--- src/rtl/seri2para_frame.sv ---
// Serial-to-parallel frame assembler: shift register plus holding register, valid/ready word output.
// Define SERI2PARA_MSB_FIRST_EN to place the first bit of each word in the MSB (default: LSB).
module seri2para_frame #(
  parameter int DATA_W          = 16,
  parameter int WORDS_PER_FRAME = 19200,
  parameter int CNT_W           = $clog2(WORDS_PER_FRAME + 1)
) (
  input  logic              iCLK,
  input  logic              iRST_n,
  input  logic              iSTART,
  input  logic              iBIT,
  input  logic              iBIT_VALID,
  output logic              oBIT_READY,
  output logic [DATA_W-1:0] oWORD,
  output logic              oWORD_VALID,
  input  logic              iWORD_READY,
  output logic [CNT_W-1:0]  oWORD_IDX,
  output logic              oBusy,
  output logic              oFinished
);

  localparam int BIT_W = $clog2(DATA_W);
  localparam logic [BIT_W-1:0] LAST_BIT    = BIT_W'(DATA_W - 1);
  localparam logic [CNT_W-1:0] FRAME_WORDS = CNT_W'(WORDS_PER_FRAME);
  localparam logic [CNT_W-1:0] LAST_WORD   = CNT_W'(WORDS_PER_FRAME - 1);

  typedef enum logic [1:0] {IDLE, RUN, DRAIN} stateT;

  stateT             state;
  logic [DATA_W-1:0] shiftReg;
  logic [DATA_W-1:0] nextShift;
  logic [BIT_W-1:0]  bitCnt;
  logic [CNT_W-1:0]  wordsCaptured;
  logic              shiftFull;
  logic              bitAccept;
  logic              wordDone;
  logic              handOff;

`ifdef SERI2PARA_MSB_FIRST_EN
  assign nextShift = {shiftReg[DATA_W-2:0], iBIT};
`else
  assign nextShift = {iBIT, shiftReg[DATA_W-1:1]};
`endif

  assign oBIT_READY = (state == RUN) && !shiftFull && (wordsCaptured < FRAME_WORDS);
  assign oBusy      = (state != IDLE);
  assign bitAccept  = iBIT_VALID && oBIT_READY;
  assign wordDone   = bitAccept && (bitCnt == LAST_BIT);
  assign handOff    = oWORD_VALID && iWORD_READY;

  always_ff @(posedge iCLK) begin
    if (!iRST_n) begin
      state         <= IDLE;
      shiftReg      <= '0;
      bitCnt        <= '0;
      wordsCaptured <= '0;
      shiftFull     <= 1'b0;
      oWORD         <= '0;
      oWORD_VALID   <= 1'b0;
      oWORD_IDX     <= '0;
      oFinished     <= 1'b0;
    end else begin
      oFinished <= 1'b0;
      if (state == IDLE) begin
        if (iSTART) begin
          state         <= RUN;
          shiftReg      <= '0;
          bitCnt        <= '0;
          wordsCaptured <= '0;
          shiftFull     <= 1'b0;
          oWORD_IDX     <= '0;
        end
      end else begin
        if (bitAccept) begin
          shiftReg <= nextShift;
          bitCnt   <= wordDone ? '0 : bitCnt + BIT_W'(1);
        end
        if (wordDone)
          wordsCaptured <= wordsCaptured + CNT_W'(1);
        if (handOff)
          oWORD_IDX <= oWORD_IDX + CNT_W'(1);

        // A finished word bypasses the shift register whenever the holding register frees up this edge.
        if (wordDone && (!oWORD_VALID || handOff)) begin
          oWORD       <= nextShift;
          oWORD_VALID <= 1'b1;
        end else if (wordDone) begin
          shiftFull <= 1'b1;
        end else if (handOff) begin
          if (shiftFull) begin
            oWORD     <= shiftReg;
            shiftFull <= 1'b0;
          end else begin
            oWORD_VALID <= 1'b0;
          end
        end

        if ((state == RUN) && wordDone && (wordsCaptured == LAST_WORD))
          state <= DRAIN;
        // With every word captured and the shift register empty, this hand-off is the last word.
        if ((state == DRAIN) && handOff && !shiftFull) begin
          state     <= IDLE;
          oFinished <= 1'b1;
        end
      end
    end
  end

endmodule

--- config.mk ---
export PLATFORM = sky130hd
export DESIGN_NAME = seri2para_frame
export DESIGN_NICKNAME = d
export VERILOG_FILES = /design/src/rtl/seri2para_frame.sv
export SDC_FILE = /design/constraint.sdc
export NUM_CORES = 1
export LEC_CHECK = 0
export ABC_AREA = 1
export CORE_UTILIZATION = 53
export DETAILED_ROUTE_END_ITERATION = 8
export PLACE_DENSITY = 0.76
export REMOVE_ABC_BUFFERS = 1
export SLEW_MARGIN = 20
export SYNTH_ARGS = -nofsm -noshare
export SYNTH_HDL_FRONTEND = slang
export SYNTH_SLANG_ARGS = --single-unit
--- constraint.sdc ---
create_clock -name iCLK -period 1.8 [get_ports iCLK]
set_input_delay 0.18 -clock iCLK [delete_from_list [all_inputs] [get_ports iCLK]]
set_output_delay 0.18 -clock iCLK [all_outputs]
set_load 0.005 [all_outputs]
Word-level counts from Yosys, hierarchy flattened
Cells that the tools add are included.
{"block": "totals", "register_bits": 71, "inputBits": 6}
{"block": "op_classes", "n_addsub": 3, "n_lt_le_gt_ge": 1, "n_eq_ne": 8, "n_mux": 30, "bitwise": 2, "reduce_logical": 30}
{"operator": "$mux 16", "count": 7}
{"operator": "$mux 15", "count": 5}
{"operator": "$add 15x1->15 const B", "count": 2}
{"operator": "$mux 4", "count": 4}
{"operator": "$eq 15x15->1 const B", "count": 1}
{"operator": "$lt 15x15->1 const B", "count": 1}
{"operator": "$reduce_bool 2->1", "count": 6}
{"operator": "$logic_and 1x1->1", "count": 10}
{"operator": "$mux 1", "count": 10}
{"operator": "$mux 2", "count": 4}
{"operator": "$reduce_and 2->1", "count": 4}
{"operator": "$reduce_and 4->1", "count": 2}
{"operator": "$reduce_bool 3->1", "count": 2}
{"operator": "$add 4x1->4 const B", "count": 1}
{"operator": "$eq 4x4->1 const B", "count": 1}
{"operator": "$ne 2x1->1 const B", "count": 2}
{"operator": "$ne 2x2->1 const B", "count": 2}
{"operator": "$reduce_and 3->1", "count": 1}
{"operator": "$eq 2x1->1 const B", "count": 1}
{"operator": "$eq 2x2->1 const B", "count": 1}
{"operator": "$logic_not 1->1", "count": 2}
{"operator": "$logic_not 2->1", "count": 1}
{"operator": "$not 1->1", "count": 2}
{"operator": "$reduce_or 2->1", "count": 1}
{"operator": "$logic_or 1x1->1", "count": 1}

Logic depth before layout (Yosys ltp)
{"block": "depth", "ltp_word": 10, "mapped_depth": 12}

Worst setup path after synthesis
OpenSTA, ideal clock, no wires.
{"block": "synth_timing", "path_kind": "register to register", "startpoint": "register bitCnt[0]", "endpoint": "register oWORD[14]", "setup_time_ns": 0.113, "t_arrival_ns": 1.522, "slack_ns": 0.165, "path_stages_with_launch": 12, "synth_period_minus_slack_ns": 1.635, "path_cell_list": "dfxtp_1 > ha_1 > nand2_1 > nor2_2 > nand4_4 > nor2_8 > inv_4 > buf_6 > nand2_1 > nand2_1 > nor2_1 > nor2_1"}
{"block": "synth_via", "elab_chain_cells": 5, "elab_cells_between_ends": 8, "cone_classes": "2 x eq/ne; 1 x mux; 5 x reduce/logical"}
{"item": "start: declaration", "line_no": "32", "source": "logic [BIT_W-1:0] bitCnt;"}
{"item": "start signal: assignment", "line_no": "76", "source": "bitCnt <= wordDone ? '0 : bitCnt + BIT_W'(1);"}
{"item": "$eq 4x4->1 (*)", "line_no": "48", "source": "assign wordDone = bitAccept && (bitCnt == LAST_BIT);"}
{"item": "$logic_and 1x1->1 (*)", "line_no": "48"}
{"item": "$logic_and 1x1->1", "line_no": "84", "source": "if (wordDone && (!oWORD_VALID || handOff)) begin"}
{"item": "$ne 2x1->1 (no line) or $reduce_bool 2->1 (tied branches)"}
{"item": "$reduce_and 4->1 (no line)"}
{"item": "end signal: assignment", "line_no": "85", "source": "oWORD <= nextShift;"}
{"item": "end signal: assignment", "line_no": "91", "source": "oWORD <= shiftReg;"}
{"item": "end: declaration", "line_no": "14", "source": "output logic [DATA_W-1:0] oWORD,"}
Every way passes the cells marked *; elsewhere a longest branch is shown, timed or not.
A chain may end at the register's enable or synchronous reset.

Worst setup path in the final report
Same ends and word-level chain as after synthesis.

==> impl_metrics.toml <==
[yosys]
synth_flop_cell = "dfxtp_1"
synthArstFlopShare = 0
ys_seq_area_frac = 0.414
ys_warn_count = 0
syn_avg_cell_area_um2 = 6.69
syn_area_um2 = 3430
synth_cells = 513
yosysUniqueCellTypes = 36
synth_edf_count = 0
ys_ff_latch = 71

[floorplan]
num_rows = 28
dieArea_um2 = 6800
core_area_um2 = 6100
die_y_um = 82.5
floorplan.initialDensity = 0.563
die_x_um = 82.5
io_pins = 41

[cells_and_area]
final_cells = 657
syn_to_final_growth_pct = 29.1
drive_gt1_frac = 0.137
final_util = 0.727
fin_nets = 587
n_fill_cell = 494
n_antenna_cell = 0

[timing]
tns_ns = 0
fin_crit_ns = 1.74
fin_crit_sh = 0.969
finalSetupViolations = 0
maxSlewHeadroom = 0.747
worst_slew_pin_slew_ns = 0.379
grt_setup_unrepaired = "true"
finalClockSkew_ns = 0.00867
fmax_mhz = 573
hold_viol = 0
holdWs_ns = 0.441
slew_violations = 0
fin_ws_ns = 0.0556

[routing]
drt-total-wl_um = 8390
drc = 0
num_vias = 3450
first_pass_iters = 4
drt_iter0_markers = 179
postRouteAntennaNets = 0
wl_met1_um = 3790
wl_met2_um = 3930
top_layer_used = "met4"
wire_per_inst_um = 12.8
dr_wl_met3_um = 521
routed_via_density = 5.25

[global_route]
grt_pass1_vias = 2970
overflow = 0
track_usage = 0.250
grt_pass1_wl_um = 13000
antenna_found_initial = 0
grt_max_degree = 33

[power]
switching_share = 0.224
irDropWorstVdd_uv = 453
p_sw_uw = 703
clkPwrFrac = 0.447
power_density_nw_per_um2 = 708
sequentialPowerShare = 0.503
power.leakage_uw = 0.00189
power.internal_uw = 2430
power_frac_comb = 0.050

[setup_path]
required_ns = 2.08
critPathKind = "reg -> reg"
worst_setup_path_start_kind = "register"
worstRegToRegCells = 10
slowest_delay_ns = 0.36
r2r-end = "oWORD[14]$_SDFFE_PN0P_"
cp_cell_sequence = "ha_4, nand2_4, nor2_4, nand4_4, o21bai_4, nand2_4, clkbuf_16, nand2_1, nand2_1, nor2_1"
rrSetupSlack_ns = 0.06
critPathMaxFanout = 8
crit_slowest_cell = "dfxtp_2"
r2r-start = "bitCnt[0]$_SDFFE_PN0P_"
worstPathArrival_ns = 2.02
cp-end-kind = "register"

[clock_network]
cts_sinks = 71
cts_tree = "done"
clk_latency_ns = 0.34
clockBufferDepth = 2
numCtsBuffers = 9
clkTransAtPathRegs_ns = 0.08
clockRootBuffer = "clkbuf_8"
htree_levels = 3

[hold_path]
whs_endpoint = "shiftReg[15]$_SDFFE_PN0P_"
min-delay-start = "iBIT"
hold_depth = 3
holdCritPathClass = "in -> reg"

[placement]
dp.cells = 636
io_buffers = 40
pre_cts_slack_ns = -0.00692
dp_hpwl_um = 5280
place.gp.congestion = 0.909

[job]
drv_cap = 0

[status]
status = "finished clean"
-- flip-flops by register name, summed over array words and instances (netlist names) --
name	cells
shiftFull	1
wordsCaptured	15
oFinished	1
oWORD	16
oWORD_IDX	15
oWORD_VALID	1
state	2
shiftReg	16
bitCnt	4
-- what timing repair did --
item / CTS / global route
gates cloned: 0 / 3
endpoints found under the hold margin: 0 / 0
hold buffers: 0 / 0
endpoints found under the setup margin: 7 / 48
buffers inserted: 2 / 1
pin swaps: 2 / 4
gates resized for setup: 2 / 28
-- layer usage --
metal	track usage	up-vias
met5	0	-
met4	0.0982	0
met3	0.0451	15
met2	0.428	95
met1	0.310	1583
li1	-	1757
-- worst max-delay path: cells and delay by family (launching register included) --
| kind | cells | cell delay, ns |
|---|---|---|
| and+or+nand+nor | 7 | 0.74 |
| DFF | 1 | 0.36 |
| adders and majority gates | 1 | 0.15 |
| buffers and inverters | 1 | 0.18 |
| AOI/OAI and AO/OA | 1 | 0.24 |
-- synth_stat cells (2+ instances only) --
cell type,instances,area share
a21oi_1,44,0.064
a22oi_1,2,0.0044
buf_2,6,0.0087
buf_6,4,0.013
clkbuf_1,5,0.0055
clkinv_1,2,0.0022
dfxtp_1,71,0.41
ha_1,3,0.011
inv_1,52,0.057
nand2_1,175,0.19
nand2_2,2,0.0036
nand3_1,21,0.031
nand3_2,2,0.0058
nand4_1,9,0.016
nor2_1,63,0.069
nor2_2,4,0.0073
nor3_1,7,0.010
nor4_1,4,0.0073
o21ai_0,17,0.025
o21bai_2,2,0.0066
or2_2,2,0.0036
xor2_1,2,0.0051
-- logic make-up after synthesis --
kind of cell | synth area share
XOR/XNOR | 0.00510
flip-flops | 0.414
AO/OA/AOI/OAI | 0.114
AND/OR/NAND/NOR | 0.365
adder cells (fa/ha/maj) | 0.0109
buffers and inverters | 0.0915
-- per-stage QoR --
| stage | total power (µW) | area (µm²) |
|---|---|---|
| 3_5_place_dp | 1770 | 4030 |
| 6_report | 3140 | 4430 |
| 5_1_grt | 3210 | 4430 |
| 4_1_cts | 3140 | 4260 |
| 3_3_place_gp | 1770 | 4030 |
| 2_1_floorplan | 1680 | 3330 |
-- power by group through the flow --
stage	registers, µW	clock network [µW]	logic [µW]
4_1_cts	1580	1410	152
3_3_place_gp	1610	0	151
2_1_floorplan	1610	0	69.7
3_5_place_dp	1620	0	153
5_1_grt	1580	1460	171
6_report	1580	1400	156
-- layout by cell type, fill, tap and decap left out, types with 2 or more instances in the layout --
| master | instances |
|---|---|
| a21oi_1 | 44 |
| a22oi_1 | 2 |
| buf_12 | 2 |
| buf_4 | 25 |
| bufinv_16 | 2 |
| clkbuf_16 | 2 |
| clkbuf_8 | 10 |
| clkdlybuf4s50_1 | 39 |
| clkinv_2 | 2 |
| dfxtp_1 | 67 |
| dfxtp_2 | 3 |
| ha_1 | 2 |
| inv_1 | 52 |
| nand2_1 | 172 |
| nand2_4 | 5 |
| nand3_1 | 20 |
| nand3_2 | 3 |
| nand4_1 | 9 |
| nor2_1 | 55 |
| nor2_2 | 10 |
| nor2_4 | 2 |
| nor3_1 | 7 |
| nor4_1 | 4 |
| o21ai_0 | 17 |
| o21bai_4 | 2 |
| or2_2 | 2 |
| xor2_1 | 2 |
-- worst max path at each step --
stage	start	end	slack, ns	cells after the start
after floorplan	oWORD_VALID$_SDFFE_PN0P_	oWORD_IDX[13]$_SDFFE_PN0P_	0.06	7
after global placement	iBIT_VALID	bitCnt[3]$_SDFFE_PN0P_	0.08	5
after detailed placement	bitCnt[0]$_SDFFE_PN0P_	oWORD[4]$_SDFFE_PN0P_	-0.007	10
after CTS	bitCnt[0]$_SDFFE_PN0P_	oWORD[13]$_SDFFE_PN0P_	0.005	9
after global routing	bitCnt[1]$_SDFFE_PN0P_	oWORD[14]$_SDFFE_PN0P_	-0.02	10
final	bitCnt[0]$_SDFFE_PN0P_	oWORD[14]$_SDFFE_PN0P_	0.06	10
-- cell type report --
type	count	area, µm²	area share
inverters	56	216	0.0489
flip-flops and latches	71	1430	0.323
well taps	75	93.8	0.0212
clock inverters	4	70.1	0.0158
multi-input cells	370	1790	0.404
repair buffers	70	688	0.155
clock buffers	11	141	0.0319
Note: power is estimated with default switching activity, not from simulation.
==> patch 1 (same settings) <==
Encoding of `stateT`: now one-hot (3 bits for 3 states).
--- a/src/rtl/seri2para_frame.sv
+++ b/src/rtl/seri2para_frame.sv
@@ -24,7 +24,7 @@
   localparam logic [CNT_W-1:0] FRAME_WORDS = CNT_W'(WORDS_PER_FRAME);
   localparam logic [CNT_W-1:0] LAST_WORD   = CNT_W'(WORDS_PER_FRAME - 1);
 
-  typedef enum logic [1:0] {IDLE, RUN, DRAIN} stateT;
+  typedef enum logic [2:0] {IDLE = 3'b001, RUN = 3'b010, DRAIN = 3'b100} stateT;
 
   stateT             state;
   logic [DATA_W-1:0] shiftReg;
Behaviour: same outputs for any inputs over 10 cycles, from zero or initial values and one cycle with iRST_n low; not proved beyond that.
==> patch 1 against the unedited design <==
Largest cell class unchanged; core utilization shrank 0.14 points; global-route usage shrank 0.17 points; synthesized area grew 0.15%; design area shrank 0.20%; sequential cell count grew 1; worst setup slack lost 0.0017 ns; die area grew 0.15%; power grew 6.9%; routed wire length shrank 7.1%; highest routed layer unchanged.
==> patch 1: results (changes against the unedited design) <==
status: "finished clean"  # unchanged
drive_gt1_frac: 0.140  # was 0.137
place.gp.congestion: 0.855  # was 0.909
crit_slowest_cell: "dfxtp_4"  # was dfxtp_2
viasPerCell: 5.13  # was 5.25
synthDistinctLibCells: 42  # was 36
vias: 3321  # was 3450
vdd_ir_drop_max_uv: 452  # was 453 µV
r2r-end: "oWORD[15]"  # was oWORD[14]
r2r_start: "wordsCaptured[12]"  # was bitCnt[0]
fin_hold_ws_ns: 0.434  # was 0.441 ns
rr_worst_depth: 11  # was 10
min_period_over_period: 0.970  # was 0.969
postPlaceCellArea_um2: 4060  # was 4030 µm²
dpl.hpwl_um: 5170  # was 5280 µm
synth_area_per_cell_um2: 6.83  # was 6.69 µm²
num-nets-final: 577  # was 587
yosys-top-cells-area: "dfxtp_1, nand2_1, a21oi_1, nor2_1, inv_1"  # was dfxtp_1, nand2_1, nor2_1, a21oi_1, inv_1
yosysSeqAreaShare: 0.419  # was 0.414
cts_resized: 4  # was 2
dp.cells: 628  # was 636
grt_pass1_vias: 2971  # was 2970
finalWirelength_um: 7800  # was 8390 µm
clockPowerShare: 0.468  # was 0.447
drtPass1Iterations: 5  # was 4
grt_usage: 0.248  # was 0.250
dp_slack_ns: 0.0297  # was -0.00692 ns
==> patch 1: layout make-up <==
| type | instances | area (µm²) |
|---|---|---|
| tap | 75 | 93.8 |
| sequential | 72 | 1450 |
| fill | 487 | 1670 |
| inverter | 57 | 219 |
| clock inverter | 5 | 104 |
| multi-input combinational | 360 | 1760 |
| clock buffer | 11 | 141 |
| timing repair buffer | 68 | 654 |
==> patch 1: cells by family (layout without fill, tap and decap cells) <==
family / count (synthesis) / count (layout) / synth area share
compound gates: 75 / 75 / 0.126
buf+inv: 71 / 141 / 0.0881
flops: 72 / 72 / 0.419
fa+ha+maj: 3 / 3 / 0.0109
xor+xnor: 1 / 1 / 0.00255
simple gates: 281 / 281 / 0.353
==> patch 1: routing by layer <==
metal  global-route usage  part of all wire  vias to the layer above  routed length [µm]
met3               0.0429             0.039                       10                 305
met5                    0                 0                        -                   0
li1                     -                 -                     1741                   -
met2                0.396              0.45                       70                3500
met1                0.327              0.50                     1500                3890
met4                0.116             0.013                        0                 103
==> patch 2 (same flow settings) <==
Made on the original files. Change the parameter `DATA_W` from 16 to 32.
--- a/src/rtl/seri2para_frame.sv
+++ b/src/rtl/seri2para_frame.sv
@@ -1,7 +1,7 @@
 // Serial-to-parallel frame assembler: shift register plus holding register, valid/ready word output.
 // Define SERI2PARA_MSB_FIRST_EN to place the first bit of each word in the MSB (default: LSB).
 module seri2para_frame #(
-  parameter int DATA_W          = 16,
+  parameter int DATA_W          = 32,
   parameter int WORDS_PER_FRAME = 19200,
   parameter int CNT_W           = $clog2(WORDS_PER_FRAME + 1)
 ) (
Ports: changed (resized oWORD); port bits go from 41 to 57. The function was not compared with the original's and may differ.
==> patch 2 against the unedited design <==
The run now ends with negative setup slack left; power increased by 25%; worst setup slack got worse by 0.11 ns; critical path depth increased by 1; routed wire length up 42%; synthesized area is 44% higher; design area is 40% higher; sequential cell count increased by 33; critical path type unchanged; largest power group unchanged.
==> patch 2: results (changes against the unedited design) <==
vdd_ir_drop_max_uv: 344  # was 453 µV
drtPass1Iterations: 5  # was 4
yosys-top-cells-area: "dfxtp_1, nand2_1, nor2_1, a21oi_1, nand3_1"  # was dfxtp_1, nand2_1, nor2_1, a21oi_1, inv_1
drive_gt1_frac: 0.119  # was 0.137
wl_met1_um: 5360  # was 3790 µm
drt_iter0_drc: 253  # was 179
synthXorXnorAreaFrac: 0.00354  # was 0.00510
synth_compound_area_frac: 0.0935  # was 0.114
synth_commonest_cells: "nand2_1, dfxtp_1, nor2_1, a21oi_1, inv_1"  # was nand2_1, dfxtp_1, nor2_1, inv_1, a21oi_1
dpl.hpwl_um: 7720  # was 5280 µm
num-nets-final: 840  # was 587
dp.cells: 920  # was 636
met1_usage: 0.320  # was 0.310
p_comb_mw: 0.205  # was 0.156 mW
status: "finished with violations"  # was finished clean
wl_per_cell_um: 12.6  # was 12.8 µm
top_regs: "oWORD (32), shiftReg (32)"  # was oWORD (16), shiftReg (16)
wl_met2_um: 5740  # was 3930 µm
cts_buffer_depth: 2  # unchanged
grt_usage: 0.249  # was 0.250
path_clk_slew_ns: 0.11  # was 0.08 ns
fin_cells: 943  # was 657
netSwitchingFraction: 0.251  # was 0.224
grt_pass1_vias: 4490  # was 2970
cp_max_fo: 16  # was 8
final.setup_skew_ns: 0.0150  # was 0.00867 ns
power.leakage_nw: 2.61  # was 1.89 nW
cts_root_buf: "clkbuf_8"  # unchanged
clk_latency_ns: 0.37  # was 0.34 ns
synth_fa_ha_area_frac: 0.0101  # was 0.0109
grt_max_degree: 38  # was 33
yosysSeqAreaShare: 0.420  # was 0.414
worst_slack_ns: -0.0568  # was 0.0556 ns
dp_slack_ns: -0.126  # was -0.00692 ns
setup_viol: 29  # was 0
netlist_instances: 757  # was 513
viasPerCell: 5.22  # was 5.25
p_seq_mw: 2.31  # was 1.58 mW
grt_pass1_wl_um: 20000  # was 13000 µm
numPortBuffers: 56  # was 40
failed_checks: "negative setup slack"
synthDistinctLibCells: 38  # was 36
gr-usage-met3: 0.0326  # was 0.0451
slew_headroom: 0.738  # was 0.747
postPlaceCellArea_um2: 5790  # was 4030 µm²
crit_path_max_incr_delay_ns: 0.37
place.gp.congestion: 0.868  # was 0.909
fin_tns_setup_ns: -0.847  # was 0 ns
grt_util_met2: 0.425  # was 0.428
critical_path_arrival_ns: 2.14  # was 2.02 ns
routed-wl-met3_um: 652  # was 521 µm
## patch 2: cell types whose count changed after synthesis, moves of 11 or more
cell,change
dfxtp_1,+33
nand3_1,+38
nand2_1,+92
a21oi_1,+22
nor2_1,+34
inv_1,+11
## patch 2: path summary, 6_finish.rpt
| kind | from | endpoint | slack, ns | cells after the start |
|---|---|---|---|---|
| max reg2reg | bitCnt[1] | oWORD[28] | -0.06 | 11 |
| min | iBIT | shiftReg[31] | 0.47 | 3 |
| max | bitCnt[1] | oWORD[28] | -0.06 | 11 |
| min reg2reg | shiftReg[0] | shiftReg[0] | 0.49 | 2 |
## patch 2: cell type report
class	instances	area (µm²)
sequential	104	2090
fill	771	2710
clock inverter	5	50.0
clock buffer	11	141
multi-input combinational	549	2510
timing repair buffer	98	1000
tap	108	135
inverter	68	258
## patch 2: timing repair
| action | CTS | global route |
|---|---|---|
| pin swaps | 5 | 34 |
| endpoints found under the setup margin | 44 | 49 |
| gates resized for setup | 14 | 23 |
| cloned | 1 | 2 |
| setup buffers | 3 | 2 |
